[config.mk]
export PLATFORM = sky130hd
export DESIGN_NAME = nibble_serial_adder_ctrl
export DESIGN_NICKNAME = d
export VERILOG_FILES = /design/src/rtl/nibble_serial_adder_ctrl.sv
export SDC_FILE = /design/constraint.sdc
export NUM_CORES = 1
export LEC_CHECK = 0
export CELL_PAD_IN_SITES_DETAIL_PLACEMENT = 0
export CELL_PAD_IN_SITES_GLOBAL_PLACEMENT = 1
export CORE_MARGIN = 4
export CORE_UTILIZATION = 39
export DETAILED_ROUTE_END_ITERATION = 16
export HOLD_SLACK_MARGIN = 0.12
export PLACE_DENSITY_LB_ADDON = 0.1
export SLEW_MARGIN = 20
export SYNTH_ARGS = -nofsm -noshare
export SYNTH_HDL_FRONTEND = slang
export SYNTH_SLANG_ARGS = --single-unit
[constraint.sdc]
create_clock -name clk -period 2.6 [get_ports clk]
set_input_delay 0.39 -clock clk [delete_from_list [all_inputs] [get_ports clk]]
set_output_delay 0.39 -clock clk [all_outputs]
set_load 0.01 [all_outputs]
[src/rtl/nibble_serial_adder_ctrl.sv]
// ---------------------------------------------------------------------------
// nibble_serial_adder_ctrl
//
// Adds two WIDTH-bit operands using a single shared 4-bit ripple slice built
// from four full_adder cells. The slice processes one nibble per clock cycle,
// least-significant nibble first, so a result takes N = WIDTH/4 cycles. The
// carry between nibbles is held in a register. Operands arrive and results
// leave through valid/ready handshakes.
//
// Optional feature macro: NSA_SUB_EN
//   When defined, the 'sub' port exists. sub = 1 computes (a - b) mod
//   2^WIDTH by inverting B and forcing the initial carry to 1. In that case
//   cout = 1 means no borrow occurred.
//
// Parameters:
//   WIDTH      operand/result width; must be a multiple of 4 and >= 4
//
// Ports:
//   clk        rising-edge clock
//   rst        asynchronous active-high reset
//   in_valid   operand beat valid
//   in_ready   block can accept operands (high only in IDLE)
//   a, b       WIDTH-bit operands, sampled on the accept edge
//   cin        carry into nibble 0, sampled on the accept edge
//   sub        subtract request (only with NSA_SUB_EN)
//   out_valid  result valid (high only in DONE)
//   out_ready  consumer accepts result
//   sum        WIDTH-bit result, stable throughout DONE
//   cout       carry out of the top nibble
//   busy       high while in RUN or DONE
// ---------------------------------------------------------------------------

// One-bit full adder cell; four of these form the shared nibble slice.
module full_adder (
    input  logic a,
    input  logic b,
    input  logic ci,
    output logic s,
    output logic co
);
    assign s  = a ^ b ^ ci;
    assign co = (a & b) | (ci & (a ^ b));
endmodule

module nibble_serial_adder_ctrl #(
    parameter int WIDTH = 16
) (
    input  logic             clk,
    input  logic             rst,
    input  logic             in_valid,
    output logic             in_ready,
    input  logic [WIDTH-1:0] a,
    input  logic [WIDTH-1:0] b,
    input  logic             cin,
`ifdef NSA_SUB_EN
    input  logic             sub,
`endif
    output logic             out_valid,
    input  logic             out_ready,
    output logic [WIDTH-1:0] sum,
    output logic             cout,
    output logic             busy
);

    localparam int N  = WIDTH / 4;
    localparam int CW = (N > 1) ? $clog2(N) : 1;

    typedef enum logic [1:0] {
        IDLE,
        RUN,
        DONE
    } state_t;

    state_t           state;
    state_t           state_next;

    logic [WIDTH-1:0] op_a;
    logic [WIDTH-1:0] op_b;
    logic [WIDTH-1:0] sum_q;
    logic [WIDTH-1:0] sum_shifted;
    logic             carry_q;
    logic             cout_q;
    logic [CW-1:0]    step_q;

    logic [3:0]       nib_b;
    logic [3:0]       slice_sum;
    logic [4:0]       ripple;
    logic             last_step;
    logic             start_carry;

    // B is inverted per nibble during subtraction; subtraction also forces
    // the initial carry to 1 so that a + ~b + 1 = a - b.
`ifdef NSA_SUB_EN
    logic sub_q;

    assign nib_b       = op_b[3:0] ^ {4{sub_q}};
    assign start_carry = sub ? 1'b1 : cin;

    // The subtract request is captured once on the accept edge.
    always_ff @(posedge clk or posedge rst) begin
        if (rst) begin
            sub_q <= 1'b0;
        end else if (state == IDLE && in_valid) begin
            sub_q <= sub;
        end
    end
`else
    assign nib_b       = op_b[3:0];
    assign start_carry = cin;
`endif

    // Shared 4-bit ripple slice. It always works on the lowest nibble of the
    // shifting operand registers, using the registered inter-nibble carry.
    assign ripple[0] = carry_q;

    for (genvar i = 0; i < 4; i++) begin : g_slice
        full_adder u_fa (
            .a  (op_a[i]),
            .b  (nib_b[i]),
            .ci (ripple[i]),
            .s  (slice_sum[i]),
            .co (ripple[i+1])
        );
    end

    // Each slice result enters sum from the top. After N steps the first
    // nibble has travelled down to sum[3:0].
    if (WIDTH == 4) begin : g_sum_narrow
        assign sum_shifted = slice_sum;
    end else begin : g_sum_wide
        assign sum_shifted = {slice_sum, sum_q[WIDTH-1:4]};
    end

    assign last_step = (step_q == CW'(N - 1));

    // State register.
    always_ff @(posedge clk or posedge rst) begin
        if (rst) begin
            state <= IDLE;
        end else begin
            state <= state_next;
        end
    end

    // Next-state logic. in_valid is only looked at in IDLE, so a beat offered
    // while busy is ignored and must be held by the producer.
    always_comb begin
        state_next = state;
        case (state)
            IDLE: if (in_valid)  state_next = RUN;
            RUN:  if (last_step) state_next = DONE;
            DONE: if (out_ready) state_next = IDLE;
            default:             state_next = IDLE;
        endcase
    end

    // Datapath. Operands are captured on accept and shifted right one nibble
    // per RUN cycle. The carry from the final step becomes cout. Nothing
    // changes in DONE, so sum and cout hold until the consumer takes them.
    always_ff @(posedge clk or posedge rst) begin
        if (rst) begin
            op_a    <= '0;
            op_b    <= '0;
            sum_q   <= '0;
            carry_q <= 1'b0;
            cout_q  <= 1'b0;
            step_q  <= '0;
        end else begin
            case (state)
                IDLE: begin
                    if (in_valid) begin
                        op_a    <= a;
                        op_b    <= b;
                        carry_q <= start_carry;
                        step_q  <= '0;
                        sum_q   <= '0;
                        cout_q  <= 1'b0;
                    end
                end
                RUN: begin
                    sum_q   <= sum_shifted;
                    op_a    <= op_a >> 4;
                    op_b    <= op_b >> 4;
                    carry_q <= ripple[4];
                    step_q  <= step_q + CW'(1);
                    if (last_step) begin
                        cout_q <= ripple[4];
                    end
                end
                default: begin
                end
            endcase
        end
    end

    // Outputs are decoded from state or taken straight from registers, so
    // there is no combinational path from in_valid or out_ready.
    assign in_ready  = (state == IDLE);
    assign out_valid = (state == DONE);
    assign busy      = (state != IDLE);
    assign sum       = sum_q;
    assign cout      = cout_q;

endmodule

Yosys cells after proc, flatten, opt, wreduce, memory -nomap -nowiden
Index checks and enable logic that the tools add are counted.
{"block": "totals", "wordCells": 57, "in_bits": 37, "out_inout_bits": 20, "register_bits": 54}
{"block": "classes", "addsub": 1, "n_bitwise": 20, "n_reduce_logical": 6, "n_eq_ne": 6, "mux": 17}
{"op": "one-hot mux 16 bit (2 select lines)", "count": 3}
{"op": "two-way mux 16 bit", "count": 3}
{"op": "bitwise AND 1 bit", "count": 8}
{"op": "two-way mux 2 bit", "count": 4}
{"op": "XOR 1 bit", "count": 8}
{"op": "one-hot mux 2 bit (3 select lines)", "count": 1}
{"op": "AND reduction 3 bit", "count": 2}
{"op": "equality test 2 bit, second input constant", "count": 2}
{"op": "!= test 2 bit, second input constant", "count": 2}
{"op": "OR 1 bit", "count": 4}
{"op": "one-hot mux 1 bit (2 select lines)", "count": 2}
{"op": "one-hot mux 2 bit (2 select lines)", "count": 1}
{"op": "nonzero test 2 bit", "count": 2}
{"op": "two-way mux 1 bit", "count": 3}
{"op": "adder 2 x 1 -> 2 bit, second input constant", "count": 1}
{"op": "equality test 2 x 1 -> 1 bit, second input constant", "count": 1}
{"op": "zero test 2 bit", "count": 1}
{"op": "!= test 2 x 1 -> 1 bit, second input constant", "count": 1}
{"op": "AND reduction 2 bit", "count": 1}

Logic depth before layout (Yosys ltp)
Gate-level depths: netlist of the first run.
{"block": "logic_depth", "word_depth": 11, "depth_mapped": 10, "mapped_depth_nobuf": 10}

Hierarchy
From an unflattened synthesis of the first run, not the netlist that was laid out.
{"block": "hier_totals", "hier_cells": 215, "area_unflattened_um2": 2507.4}
{"mod": "nibble_serial_adder_ctrl", "seq_area_each_um2": 1351.3, "instances": 1, "area_each_um2": 2427.3, "cells_per_inst": 211}
{"mod": "full_adder", "seq_area_each_um2": 0.0, "instances": 4, "area_each_um2": 20.0, "cells_per_inst": 1}

Worst setup path after synthesis of the first run
No wires, ideal clock.
{"block": "synth_timing", "kind": "register to register", "startpoint": "reg carry_q", "endpoint": "reg cout_q, in the netlist cout", "period_less_slack_ns": 2.113, "arrival_ns": 2.027, "stages_incl_launch_ff": 11, "required_time_ns": 2.513, "setup_slack_ns": 0.487, "setup_time_ns": 0.087, "n_path_buf": 0, "path_cell_list": "dfrtp_1 inv_1 fa_1 inv_1 fa_1 inv_1 fa_1 fa_1 nor2_1 nand3_1 o211ai_1"}
{"block": "synth_between", "elab_chain_cells": 10}
{"item": "start, declared", "line_no": "81", "source": "logic carry_q;"}
{"item": "start signal, assigned", "line_no": "174", "source": "carry_q <= start_carry;"}
{"item": "start signal, assigned", "line_no": "184", "source": "carry_q <= ripple[4];"}
{"item": "bitwise AND 1 bit", "line_no": "42", "source": "assign co = (a & b) | (ci & (a ^ b));"}
{"item": "OR 1 bit", "line_no": "42"}
{"item": "bitwise AND 1 bit", "line_no": "42"}
{"item": "OR 1 bit", "line_no": "42"}
{"item": "bitwise AND 1 bit", "line_no": "42"}
{"item": "OR 1 bit", "line_no": "42"}
{"item": "bitwise AND 1 bit", "line_no": "42"}
{"item": "OR 1 bit", "line_no": "42"}
{"item": "two-way mux 1 bit", "line_no": "186", "source": "if (last_step) begin"}
{"item": "one-hot mux 1 bit (2 select lines)", "line_no": "169", "source": "case (state)"}
{"item": "end signal, assigned", "line_no": "187", "source": "cout_q <= ripple[4];"}
{"item": "end, declared", "line_no": "82", "source": "logic cout_q;"}
Every way passes these cells. The select of a mux whose other input is x is not followed.
A chain may end at the register's enable or synchronous reset.

Worst setup path after layout of the first run
Same ends and word-level chain as after synthesis.

==> results of run 1 <==
==> stage by stage <==
step	power (mW)	worst slack, ns	instances
6_report	3.93	0.314	356
5_1_grt	4.26	0.178	356
4_1_cts	3.98	0.300	356
3_5_place_dp	3.50	0.311	348
3_3_place_gp	3.46	0.374	348
2_1_floorplan	2.90	0.487	226
==> synthesized netlist by cell type (3+ instances only) <==
library cell	count
sky130_fd_sc_hd__fa_1	4
sky130_fd_sc_hd__nor2_1	11
sky130_fd_sc_hd__nand2_1	11
sky130_fd_sc_hd__dfrtp_1	54
sky130_fd_sc_hd__o21ai_0	14
sky130_fd_sc_hd__o32ai_1	4
sky130_fd_sc_hd__buf_6	8
sky130_fd_sc_hd__a221oi_2	9
sky130_fd_sc_hd__buf_2	5
sky130_fd_sc_hd__inv_1	20
sky130_fd_sc_hd__a32o_1	3
sky130_fd_sc_hd__o22a_1	10
sky130_fd_sc_hd__nand2b_1	5
sky130_fd_sc_hd__a22o_1	15
sky130_fd_sc_hd__a21oi_1	15
sky130_fd_sc_hd__nor3b_1	17
==> flip-flops by register name, summed over array words and instances, names as in the netlist <==
register,cells
sum,16
state,2
carry_q,1
op_a,16
step_q,2
op_b,16
cout,1
==> worst max path at each step <==
stage | start | to | slack, ns | cells after the start
global route | carry_q | cout | 0.18 | 10
finish | carry_q | cout | 0.31 | 10
detailed placement | carry_q | cout | 0.31 | 10
CTS | carry_q | cout | 0.30 | 10
global placement | carry_q | cout | 0.37 | 10
floorplan | carry_q | cout | 0.49 | 10
==> placed cells by master (no fill, tap or decap), drive strengths merged, types with 2 or more instances in the layout <==
cell and n:
o21ai 14, nor2 12, dfrtp 54, o22a 10
a21oi 15, a22o 15, o32ai 5, nand2 11
nand2b 5, clkbuf 5, nor3b 17, clkdlybuf4s50 56
o31a 2, a32o 3, o211ai 2, fa 4
buf 7, nor2b 2, inv 23, a221oi 9
==> routing by layer <==
layer / track usage [%] / vias up / wire length, um
met2: 22.2 / 42 / 2670
li1: - / 911 / -
met3: 3.17 / 6 / 259
met1: 20.3 / 915 / 2680
met4: 4.21 / 0 / 70
met5: 0 / - / 0
==> cell type report <==
type / count / area [um2] / share of cell area, %
Timing Repair Buffer: 63 / 638 / 19.4
Clock inverter: 3 / 25.0 / 0.761
Tap cell: 77 / 96.3 / 2.93
Multi-Input combinational cell: 132 / 1020 / 31.2
Sequential cell: 54 / 1350 / 41.1
Inverter: 22 / 85.1 / 2.59
Clock buffer: 5 / 68.8 / 2.09
==> cells by family (layout without fill, tap and decap cells) <==
logic type,after synthesis,in the layout
buffers and inverters,40,93
DFF,54,54
and+or+nand+nor,51,51
adders and majority gates,5,5
AOI/OAI and AO/OA,76,76
==> report_power, final <==
part	total, mW	internal (mW)	switching [mW]	leakage (nW)
clock network	0.485	0.195	0.290	0.0447
registers	1.45	1.24	0.208	0.668
logic	1.99	0.983	1.01	0.680
total	3.93	2.42	1.51	1.39
==> run summary, run 1 <==
For the worst setup path, the data arrival time is 2.52 ns. Across all register-to-register paths, the minimum setup slack is 0.31 ns. The cell area after technology mapping was 0.00260 mm2; the clock transition at the registers of the reported paths was 0.10 ns. Number of detailed-routing iterations run before antenna repair: 4. The share of the synthesized area in the top cell type was 51.9%. Post-CTS repair changed the size of 0 cells. The number of antenna violations at the first check in global routing came out at 0.

The run finished with clean final reports. The critical path goes through inv_1, fa_1, inv_1, fa_1, inv_1, fa_1, fa_1, nor2_1, nand3_1, o211ai_1. The run gives 0 as the synthesis warning total.

Detailed placement ended at an HPWL of 4040 um. The slowest stage of the critical path belongs to the cell sky130_fd_sc_hd__fa_1. Final worst-path cycle share: 87.9%.

In the final timing run, aggregate negative setup slack is 0 ns. The measured slew at the worst slew-check pin is 0.611 ns, and the initial core utilization is 40.5%. The routed wire length per instance is 16.0 um, and the via-per-instance ratio is 5.26.

The run gives 226 as the synthesized instance count. The share of final-layout standard cells stronger than drive strength 1 works out to 11.8%. The number of hold violations in the final report came out at 0. The worst max-slew margin expressed relative to the limit is 59.2%. The tools report the floorplan die area as 0.00805 mm2.

Multiplexer cells account for 0% of the synthesized area. The global-route congestion overflow total is 0. The tools report the end of the worst register-to-register path as cout. Once layout is done, the placed cells without fillers occupy 0.00329 mm2. The synthesized design contains 0 enable-type register cells. By area the synthesized netlist is led by sky130_fd_sc_hd__dfrtp_1 52%, sky130_fd_sc_hd__a221oi_2 5.2%, sky130_fd_sc_hd__a22o_1 5.0%.

In this run, synthesis produced a sequential element count of 54. The worst path required time is 2.84 ns, and the total via count in the routed design is 1874. During I/O placement, the number of pins put on the boundary was 57. The maximum cell stage delay along the critical path was 0.42 ns. The final number of max-transition violations is 0, and the combined buffer and inverter count along the critical path is 3. The most instantiated flip-flop cell in the synthesis netlist is sky130_fd_sc_hd__dfrtp_1. The region available for standard cell placement spans 0.00642 mm2. For the buffer levels on the longest clock path, the log shows 2.

Global routing used 14.4% of the available tracks. Static power due to leakage: 1.39 nW. The first global-routing pass estimated 9350 um of wire. Of the total synthesized cell area, the portion taken by XOR and XNOR cells is 0%. The number of antenna diodes in the final layout is 0. The count of buffers added on input and output ports is 56. Between clock sinks in the finished design, the worst skew comes to 0.00547 ns. Once placement finished, the instance area stood at 0.00320 mm2. For this design, the sink count on the clock tree is 54. Routability-driven placement finished with a final weighted congestion of 0.792.

The run gives 320 as the count of nets after finishing. The number of max-cap violations was 0. The layout overhead on the synthesized area was 26.3%. sky130_fd_sc_hd__dfrtp_1 takes more of the synthesized area than any other cell.

The path class of the tightest hold or removal check is in -> async. Measured on the finished design, the core utilization comes to 51.2%. The count of cell types in the netlist is 33, and the maximum net fanout on the critical path is 3. Complex-gate fraction of the synthesized area: 24.3%. Setup violations remaining at the end of the flow were counted as 0. The worst setup path is captured at a register.

Type of the setup path with the least slack: reg -> reg. The via count of the first global-routing pass came out at 1791. The routed design could run at a clock period as short as 2.29 ns. Fill cells in the final layout number 600.

The total power density per cell area is 1190 mW/mm2, and the DRC violation total after the first TritonRoute iteration is 75. The post-synthesis share of cell area spent on and, or, nand and nor gates is 11.5%, and the maximum ir drop on the vdd rail is 0.000489 V. Counting every net in the synthesized netlist gives 268. The cell repeated most along the worst path is sky130_fd_sc_hd__fa_1. The height of the die was 89.7 um.

Worst reg2reg path startpoint: carry_q. The depth of the worst register-to-register path was 10; the synthesized-area fraction occupied by adder cells was 3.56%. Setup repair after global routing left no endpoint under its margin. The count of nets left with antenna violations once routing finished came out at 0. By area, the combinational part of the netlist is dominated by compound AO/OA/AOI/OAI gates.

TritonCTS created 5 clock buffers. The fmax came out at 437 MHz. TritonCTS built the clock tree.

Hold timing on the final database bottoms out at a slack of 0.468 ns. The number of buffers inserted by post-CTS setup repair is 0. Measured along the x axis, the die boundary spans 89.7 um. For the later-pin clock latency in the skew report, the log shows 0.31 ns. The share of flip-flops with an asynchronous set or reset after synthesis was 100%; the portion of the post-synthesis area used by sequential elements was 51.9%.

The average instance in the mapped netlist occupies 11.5 um2. The total wirelength of the detailed-routed design came out at 5680 um. Entering global routing, the biggest net connects 44 pins.

For the total DRC errors in the routed layout, the log shows 0. The number of rows in the core area is 29, and the number of hold buffers added after cts is 0. The tools report the root cell of the clock tree as sky130_fd_sc_hd__clkbuf_8. The number of levels in the clock H-tree is 2.

The kind of launch point of the worst setup path was a register. In this design, the largest share of critical-path delay is due to adder cells.
(Power assumes the default switching activity.)
==> inputs of run 2 (changes only) <==
Settings changed: REMOVE_ABC_BUFFERS from default to 1.
==> run 2 against run 1 <==
Sequential power about the same. Clock skew decreased by 0.0017 ns. Register-to-register slack improved by 0.03 ns. Core utilization increased by 0.097 points. Via count increased by 0.27%. Largest power group unchanged. Highest routed layer unchanged.
==> run summary, run 2 (same netlist as run 1, synthesis figures left out) <==
The flow ran to the end, and the final reports show no timing, DRC or antenna violations. The post-placement cell count is 348 (unchanged). Setup repair after global routing left no endpoint under its margin. The critical path arrival is 1.88 ns (-0.64 ns), and the post-route setup TNS is 0 ns (unchanged).

The buffer levels on the longest clock path is 2 (unchanged), and the height of the die is 89.7 um (unchanged). The number of max-cap violations came out at 0 (unchanged). The tools report the number of levels in the clock H-tree as 2 (unchanged). The total power density per cell area was 1210 mW/mm2 (+1.3%); the DRC violation total after the first TritonRoute iteration was 89 (+19%). The run gives 2.21 ns (-0.63 ns) as the worst path required time. The number of I/O pins was 57 (unchanged); the number of gates given a new drive strength after cts was 0 (unchanged). TritonCTS built the clock tree.

The final clock skew is 0.00373 ns (-0.00174 ns), and the number of rows in the core area is 29 (unchanged). The share of final-layout standard cells stronger than drive strength 1 is 11.5% (-0.32 points), and the number of detailed-routing iterations run before antenna repair is 4 (unchanged). The tools report the global-route congestion overflow total as 0 (unchanged). The total DRC errors in the routed layout is 0 (unchanged), and the via-per-instance ratio is 5.29 (+0.55%). Routed wire length per instance: 15.9 um (-0.58%). The met3 track demand over resource in global routing is 3.17% (unchanged). The number of hold buffers added after cts is 0 (unchanged). The static power due to leakage came out at 1.40 nW (+0.58%). The floorplan die width came out at 89.7 um (unchanged). The placeable core region was 0.00642 mm2 (unchanged). The floorplan die area came out at 0.00805 mm2 (unchanged). In the layout the commonest cells are 56 x sky130_fd_sc_hd__clkdlybuf4s50_1, 54 x sky130_fd_sc_hd__dfrtp_1, 19 x sky130_fd_sc_hd__inv_1. The global routing usage summed across all routing layers was 14.3% (-0.11 points); the total power was 3.99 mW (+1.5%).

The maximum net fanout on the critical path came out at 13 (+10). The measured slew at the worst slew-check pin was 0.697 ns (+0.0860 ns); the met1 layer usage reported by global route was 20.3% (about the same). The initial core utilization was 40.5% (unchanged). The maximum ir drop on the vdd rail is 0.000354 V (-28%). The count of nets after finishing came out at 320 (unchanged). The kind of path behind the tightest hold check was reg -> reg.

Clock transition at the registers of the reported paths: 0.09 ns (about the same). Type of the setup path with the least slack: reg -> out. The run gives 0 (unchanged) as the number of hold violations in the final report.

The via count of the first global-routing pass came out at 1901 (+6.1%). The number of buffers inserted by post-CTS setup repair was 0 (unchanged); the number of nets with antenna violations after detailed routing was 0 (unchanged). The total via count in the routed design came out at 1879 (+0.27%). In this run the most used layer during global routing was met2.

The quantity of I/O buffers inserted on ports was 56 (unchanged). The final weighted congestion in routability-driven placement was 0.708 (-11%). The run gives 0.502 ns (+0.0341 ns) as the tightest hold margin.

The run gives 0 (unchanged) as the final number of max-transition violations. The minimum clock period came out at 2.27 ns (-0.0121 ns). The fmax is 440 MHz (+0.53%). For the number of antenna violations at the first check in global routing, the log shows 0 (unchanged). The run gives 22.4% (+0.19 points) as the met2 routing resource usage after global routing. The endpoint kind of the worst setup timing path was a primary output. The HPWL after detailed placement came out at 3820 um (-5.5%). The worst max-slew margin expressed relative to the limit is 53.6% (-5.7 points), and the pin count of the biggest net entering global routing is 55 (+25%).

The tree is rooted in a sky130_fd_sc_hd__clkbuf_8. The total wirelength of the detailed-routed design was 5630 um (-0.86%). The later-pin clock latency in the skew report was 0.30 ns (about the same).

The number of clock buffers inserted by TritonCTS is 5 (unchanged). The total of endpoints with negative setup slack in the final report was 0 (unchanged); the number of inserted diodes was 0 (unchanged). Relative to the synthesized area, the layout overhead comes to 26.6%.

The tools report the final non-filler cell total as 355 (-0.28%). The clock sink count was 54 (unchanged); the final worst-path cycle share was 87.5% (-0.47 points). The worst setup path is launched from a register. The library cell used most frequently in the layout, excluding fill and tap cells, is sky130_fd_sc_hd__clkdlybuf4s50_1. The global-route wire length before repair came out at 9560 um (+2.3%).
[run 2: power breakdown]
group / internal [mW] / total [mW] / switching [mW]
registers: 1.24 / 1.44 / 0.204
logic: 0.964 / 1.97 / 1.01
clock network: 0.308 / 0.570 / 0.262
[run 2: critical path, stage by stage (launching register included)]
cell,delay (ns)
sky130_fd_sc_hd__dfrtp_1,0.38
sky130_fd_sc_hd__or2_1,0.37
sky130_fd_sc_hd__inv_4,0.24
sky130_fd_sc_hd__clkdlybuf4s50_1,0.58
[run 2: path summary, 6_finish.rpt]
check	start	endpoint	slack [ns]	cells past startpoint
worst min register to register	op_b[14]	op_b[14]	0.50	1
max in group asynchronous	rst	op_a[12]	1.55	3
worst min-delay path	op_b[14]	op_b[14]	0.50	1
min in group asynchronous	rst	sum[3]	0.59	3
worst max register to register	carry_q	cout	0.34	10
worst max-delay path	state[0]	in_ready	0.33	3
[run 2: cell type report]
type	count	area, um2
clock inverter	1	30.0
fill	597	3130
multi-input combinational	132	1020
inverter	22	85.1
timing repair buffer	63	626
sequential	54	1350
tap	77	96.3
clock buffer	6	82.6
[run 2: layer usage]
metal / wire [um] / vias to the layer above
li1: - / 911
met1: 2730 / 909
met2: 2570 / 57
met3: 306 / 2
met4: 23 / 0
met5: 0 / -
[run 2: stage by stage]
step | cell area [um2] | worst slack (ns) | util [%]
2_1_floorplan | 2460 | 0.436 | -
3_3_place_gp | 3180 | 0.402 | 49.6
3_5_place_dp | 3180 | 0.343 | 49.6
4_1_cts | 3300 | 0.313 | 51.3
5_1_grt | 3300 | 0.181 | 51.3
6_report | 3300 | 0.326 | 51.3
